## config.mk

```make
export PLATFORM = sky130hd
export DESIGN_NAME = multicycle_ctrl
export DESIGN_NICKNAME = d
export VERILOG_FILES = /design/src/rtl/multicycle_ctrl.sv
export SDC_FILE = /design/constraint.sdc
export NUM_CORES = 1
export LEC_CHECK = 0
export BUFFER_PORTS_ARGS = -buffer_cell sky130_fd_sc_hd__buf_2
export CAP_MARGIN = 5
export CORE_MARGIN = 4
export CORE_UTILIZATION = 46
export CTS_CLUSTER_SIZE = 16
export DETAILED_ROUTE_END_ITERATION = 8
export PLACE_DENSITY = 0.83
export SYNTH_ARGS = -nofsm -noshare
export SYNTH_HDL_FRONTEND = slang
export SYNTH_SLANG_ARGS = --single-unit
```

## constraint.sdc

```tcl
create_clock -name clk -period 6.4 [get_ports clk]
set_input_delay 1.28 -clock clk [delete_from_list [all_inputs] [get_ports clk]]
set_output_delay 1.28 -clock clk [all_outputs]
set_load 0.02 [all_outputs]
```

## src/rtl/multicycle_ctrl.sv

```systemverilog
// multicycle_ctrl
//   Main controller for a multicycle ARM-subset datapath. A ten-state Moore
//   FSM sequences fetch, decode, memory, execute and writeback. Instruction
//   decode supplies the ALU operation, extender and register-address selects.
//   A conditional-execution unit (Flags register, CondEx, CondExD) gates the
//   architectural write strobes.
//
// Ports
//   clk         in   rising-edge clock
//   reset       in   asynchronous, active-high reset
//   Instr       in   [19:0] instruction bits [31:12]: Cond[19:16] Op[15:14]
//                    Funct[13:8] Rd[3:0]
//   ALUFlags    in   [3:0] {N,Z,C,V} produced by the ALU this cycle
//   PCWrite     out  PC write strobe
//   IRWrite     out  instruction register write strobe
//   RegWrite    out  register file write strobe
//   MemWrite    out  data memory write strobe
//   AdrSrc      out  memory address: 0 = PC, 1 = ALU out register
//   ALUSrcA     out  0 = register A, 1 = PC
//   ALUSrcB     out  [1:0] 00 = register B, 01 = ExtImm, 10 = constant 4
//   ResultSrc   out  [1:0] 00 = ALU out reg, 01 = data reg, 10 = ALU result
//   ImmSrc      out  [1:0] extender select (equals Op)
//   RegSrc      out  [1:0] register-read-address selects
//   ALUControl  out  [1:0] 00 ADD, 01 SUB, 10 AND, 11 ORR
//   State       out  [3:0] current FSM state
module multicycle_ctrl (
  input  logic        clk,
  input  logic        reset,
  input  logic [19:0] Instr,
  input  logic [3:0]  ALUFlags,
  output logic        PCWrite,
  output logic        IRWrite,
  output logic        RegWrite,
  output logic        MemWrite,
  output logic        AdrSrc,
  output logic        ALUSrcA,
  output logic [1:0]  ALUSrcB,
  output logic [1:0]  ResultSrc,
  output logic [1:0]  ImmSrc,
  output logic [1:0]  RegSrc,
  output logic [1:0]  ALUControl,
  output logic [3:0]  State
);

  typedef enum logic [3:0] {
    FETCH  = 4'd0,
    DECODE = 4'd1,
    MEMADR = 4'd2,
    MEMRD  = 4'd3,
    MEMWB  = 4'd4,
    MEMWR  = 4'd5,
    EXECR  = 4'd6,
    EXECI  = 4'd7,
    ALUWB  = 4'd8,
    BRANCH = 4'd9
  } state_t;

  state_t state, state_next;

  logic [3:0] cond;
  logic [1:0] op;
  logic [5:0] funct;
  logic [3:0] rd;
  logic       unused_bits;

  assign cond        = Instr[19:16];
  assign op          = Instr[15:14];
  assign funct       = Instr[13:8];
  assign rd          = Instr[3:0];
  assign unused_bits = ^Instr[7:4];

  // ARM condition codes evaluated against the stored {N,Z,C,V}.
  function automatic logic cond_check(input logic [3:0] c, input logic [3:0] f);
    logic n, z, cy, v;
    n  = f[3];
    z  = f[2];
    cy = f[1];
    v  = f[0];
    case (c)
      4'b0000: cond_check = z;
      4'b0001: cond_check = ~z;
      4'b0010: cond_check = cy;
      4'b0011: cond_check = ~cy;
      4'b0100: cond_check = n;
      4'b0101: cond_check = ~n;
      4'b0110: cond_check = v;
      4'b0111: cond_check = ~v;
      4'b1000: cond_check = cy & ~z;
      4'b1001: cond_check = ~cy | z;
      4'b1010: cond_check = ~(n ^ v);
      4'b1011: cond_check = n ^ v;
      4'b1100: cond_check = ~z & ~(n ^ v);
      4'b1101: cond_check = z | (n ^ v);
      4'b1110: cond_check = 1'b1;
      default: cond_check = 1'b0;
    endcase
  endfunction

  logic [3:0] flags;
  logic       cond_ex;
  logic       cond_ex_d;

  assign cond_ex = cond_check(cond, flags);

  // ALU command decode; an unrecognised command falls back to ADD and
  // suppresses any flag update.
  logic [1:0] alu_dec;
  logic       alu_known;
  logic       alu_arith;

  always_comb begin
    alu_dec   = 2'b00;
    alu_known = 1'b1;
    alu_arith = 1'b0;
    case (funct[4:1])
      4'b0100: alu_arith = 1'b1;
      4'b0010: begin
        alu_dec   = 2'b01;
        alu_arith = 1'b1;
      end
      4'b0000: alu_dec = 2'b10;
      4'b1100: alu_dec = 2'b11;
      default: alu_known = 1'b0;
    endcase
  end

  logic exec_state;
  assign exec_state = (state == EXECR) || (state == EXECI);

  // State register
  always_ff @(posedge clk or posedge reset) begin
    if (reset) state <= FETCH;
    else       state <= state_next;
  end

  // Flags and delayed condition. CondExD lets writeback use the condition
  // seen before the execute cycle's own flag update.
  always_ff @(posedge clk or posedge reset) begin
    if (reset) begin
      flags     <= 4'b0000;
      cond_ex_d <= 1'b0;
    end else begin
      cond_ex_d <= cond_ex;
      if (exec_state && funct[0] && cond_ex && alu_known) begin
        flags[3:2] <= ALUFlags[3:2];
        if (alu_arith) flags[1:0] <= ALUFlags[1:0];
      end
    end
  end

  logic ir_w;
  logic reg_w;
  logic mem_w;
  logic branch;
  logic alu_op;

  // Next state and Moore outputs
  always_comb begin
    state_next = FETCH;
    ir_w       = 1'b0;
    AdrSrc     = 1'b0;
    ALUSrcA    = 1'b0;
    ALUSrcB    = 2'b00;
    ResultSrc  = 2'b00;
    reg_w      = 1'b0;
    mem_w      = 1'b0;
    branch     = 1'b0;
    alu_op     = 1'b0;
    case (state)
      FETCH: begin
        state_next = DECODE;
        ir_w       = 1'b1;
        ALUSrcA    = 1'b1;
        ALUSrcB    = 2'b10;
        ResultSrc  = 2'b10;
      end
      DECODE: begin
        ALUSrcA   = 1'b1;
        ALUSrcB   = 2'b10;
        ResultSrc = 2'b10;
        case (op)
          2'b00:   state_next = funct[5] ? EXECI : EXECR;
          2'b01:   state_next = MEMADR;
          2'b10:   state_next = BRANCH;
          default: state_next = FETCH;
        endcase
      end
      MEMADR: begin
        state_next = funct[0] ? MEMRD : MEMWR;
        ALUSrcB    = 2'b01;
      end
      MEMRD: begin
        state_next = MEMWB;
        AdrSrc     = 1'b1;
      end
      MEMWB: begin
        ResultSrc = 2'b01;
        reg_w     = 1'b1;
      end
      MEMWR: begin
        AdrSrc = 1'b1;
        mem_w  = 1'b1;
      end
      EXECR: begin
        state_next = ALUWB;
        alu_op     = 1'b1;
      end
      EXECI: begin
        state_next = ALUWB;
        ALUSrcB    = 2'b01;
        alu_op     = 1'b1;
      end
      ALUWB: reg_w = 1'b1;
      BRANCH: begin
        ALUSrcB   = 2'b01;
        ResultSrc = 2'b10;
        branch    = 1'b1;
      end
      default: state_next = FETCH;
    endcase
  end

  assign ALUControl = alu_op ? alu_dec : 2'b00;
  assign ImmSrc     = op;
  assign RegSrc     = {(op == 2'b01) & ~funct[0], (op == 2'b10)};
  assign State      = state;

  // Strobes are held low for the whole reset assertion, independent of state.
  assign IRWrite  = ~reset & ir_w;
  assign RegWrite = ~reset & reg_w & cond_ex_d;
  assign MemWrite = ~reset & mem_w & cond_ex_d;
  assign PCWrite  = ~reset & ((state == FETCH) |
                              (cond_ex_d & (branch | (reg_w & (rd == 4'hF)))));

endmodule

```

==> summary.md <==
| Metric | Value |
|---|---|
| CTS Buf Count | `3` |
| CTS root buffer | `clkbuf_4` |
| Die height | `50.1 um` |
| Clk buf depth | `2` |
| Crit Path Max Fanout | `11` |
| FF-to-FF path depth | `6` |
| Footprint of the multi-input gates | `537 sq um` |
| Lkg Pwr | `0.000510 uW` |
| Status | `complete, no violations` |
| Drt initial violations | `17` |
| Worst Hold Launch | `flags[1]` |
| Worst Hold Path EP | `flags[1]` |
| Ports | `46` |
| Via density | `5.57` |
| Synth Warn # | `0` |
| Post-route DRC | `0` |
| Number of port buffers | `41` |
| Crit path required time | `5.12 ns` |
| WHS Path Cells | `1` |
| # hold bufs at CTS | `0` |
| Max Clock Skew | `0.000953 ns` |
| Reg-to-reg endpoint | `flags[1]` |
| Layout fillers | `139` |
| Final nets | `167` |
| Cells after Synth | `102` |
| Initial antenna violation count | `0` |
| Dpl hpwl | `1660 um` |
| Largest net degree at the start of global routing | `17` |
| Core footprint | `0.00159 sq mm` |
| Crit path top cell by count | `buf_2` |
| CTS clock-pin slew for the worst setup and hold paths | `0.06 ns` |
| Share of cells above drive strength 1 | `0.364` |
| Min Tclk post-route | `3.99 ns` |
| Netlist cell types | `43` |
| Die ar. | `0.00251 sq mm` |
| Synth-to-layout area growth | `27.6%` |
| Actual slew at the worst max-slew pin | `0.535 ns` |
| First-pass GRT wire length | `3650 um` |
| Worst Path Arrival | `2.71 ns` |
| Reg-to-reg startpoint | `State[1]` |
| Antenna-violating nets left | `0` |
| Most used flip-flop cell after synthesis | `dfrtp_1` |
| Wirelength, routed | `2160 um` |
| Worst Path Buf+Inv | `3` |
| RePlAce Congestion | `0.772` |
| Period Utilization, post-route | `0.623` |
| Worst Path Class, Setup | `in2out` |
| Critical path endpoint category | `output pin` |
| Row cnt | `14` |
| Sequential area share after synthesis | `0.276` |
| Die X | `50.1 um` |
| Number of global-route vias before repair | `842` |
| Final total power | `352 uW` |
| #FFs+latches synth | `9` |
| Pins Over Slew Limit | `0` |
| Slowest CP cell | `a2111oi_0` |
| Crit path launch type | `input port` |
| Rel. slew slack | `0.634` |
| Via count | `913` |
| FF/Latch Area | `225 sq um` |
| Total grt overflow | `0` |
| RSZ-0062 raised after global routing | `no` |
| Net Count, Synth | `128` |
| Family with the most delay on the worst path | `compound AO/OA/AOI/OAI gates` |
| Sum Neg Setup Slack | `0 ns` |
| Clk pwr share | `0.124` |
| Crit-path max cell delay | `0.54 ns` |
| Most frequent cells in the layout | `41 x buf_2, 10 x nor2_1, 9 x dfrtp_1` |
| Max cap viols | `0` |
| CTS tree | `yes` |
| Worst-Skew Late Latency | `0.26 ns` |
| Switching share of power | `0.509` |
| WL/cell | `13.2 um` |
| Switching pwr | `179 uW` |
| Antenna cells | `0` |
| Comb pwr share | `0.565` |
| Starting Density | `0.513` |
| Power per cell area | `338 mW/mm^2` |
| Post-cts resize count | `0` |
| Commonest non-fill, non-tap cell in the layout | `buf_2` |
| VDD IR-drop max | `0.272 mV` |
| Post-Syn Area per Cell | `8.01 sq um` |
| Iteration count of the initial detailed-routing pass | `4` |
| Reg power frac | `0.311` |
| Final setup viols | `0` |
| Critical path, cell by cell | `buf_2 -> inv_1 -> nand2_1 -> a2111oi_0 -> a32o_1 -> buf_2` |
| Final Hold Vio Count | `0` |
| R2r setup slk | `3.91 ns` |
| Total GRT Usage | `0.178` |
| Ys async rst share | `1.00` |
| Number of enable flip-flop cells after synthesis | `0` |
| Post-Syn Area | `817 sq um` |
| Hold Path Class | `reg2reg` |
| Post-CTS Setup Bufs | `0` |
| P_int | `173 uW` |
| TritonCTS Sinks | `9` |
| H-tree depth | `1` |
| Fmax | `251 MHz` |
## worst max-delay path by stage
stage,startpoint,end,slack (ns),cells past startpoint
2_1_floorplan,reset,PCWrite,1.86,4
3_3_place_gp,reset,PCWrite,2.43,6
3_5_place_dp,reset,PCWrite,2.37,6
4_1_cts,reset,PCWrite,2.37,6
5_1_grt,reset,PCWrite,2.25,6
6_report,reset,PCWrite,2.41,6
## area by class of cell
cell class | count | area share
Timing Repair Buffer | 41 | 0.197
Clock buffer | 4 | 0.0252
Multi-Input combinational cell | 81 | 0.515
Tap cell | 24 | 0.0288
Sequential cell | 9 | 0.216
Inverter | 5 | 0.0180
## cells by family after synthesis
logic type                after synthesis  synth area share
buffers and inverters                  12            0.0674
xor gates and xnor gates                4            0.0429
DFF                                     9             0.276
AOI/OAI and AO/OA                      25             0.211
muxes                                   5            0.0689
and+or+nand+nor                        47             0.334
## power groups by stage
stage / Sequential, uW / Combinational [uW] / Clock [uW]
floorplan: 102 / 141 / 0
global placement: 107 / 193 / 0
detailed placement: 110 / 199 / 0
CTS: 109 / 200 / 45.1
global route: 115 / 215 / 49.3
finish: 110 / 199 / 43.5
## sequential cells by signal (all words and copies together) (netlist names)
name       cells
State          4
flags          4
cond_ex_d      1
## per-stage QoR
stage | hold slack (ns) | worst slack [ns] | area, sq um | util | std cells
5_1_grt | 0.594 | 2.25 | 1040 | 0.654 | 164
6_report | 0.559 | 2.41 | 1040 | 0.654 | 164
3_5_place_dp | 0.544 | 2.37 | 1020 | 0.637 | 160
4_1_cts | 0.560 | 2.37 | 1040 | 0.654 | 164
2_1_floorplan | 0.502 | 1.86 | 817 | - | 102
3_3_place_gp | 0.525 | 2.43 | 1020 | 0.637 | 160
## layer usage
layer	part of all wire	track usage	routed length [um]	vias up
met3	0.055	0.0385	118	0
met1	0.45	0.235	978	432
met2	0.49	0.307	1060	32
li1	-	-	-	449
met5	0	0	0	-
met4	0	0.0184	0	0
## cell usage after synthesis, types with 2 or more instances
cell type	instances	share of area
nand2_1	5	0.023
buf_2	2	0.012
a211oi_1	3	0.028
xor2_1	2	0.021
nor3b_1	3	0.028
inv_1	5	0.023
mux2_2	3	0.041
clkbuf_1	3	0.014
nor2b_1	3	0.023
nand2b_1	5	0.038
o21bai_1	2	0.018
o21ai_0	5	0.031
dfrtp_1	9	0.28
nor3_1	5	0.031
nor2_1	10	0.046
mux2_1	2	0.028
xnor2_1	2	0.021
nand3_1	2	0.012
o22ai_1	2	0.015
buf_4	2	0.018
a21oi_1	5	0.031
Power figures use the tool's default switching activity.
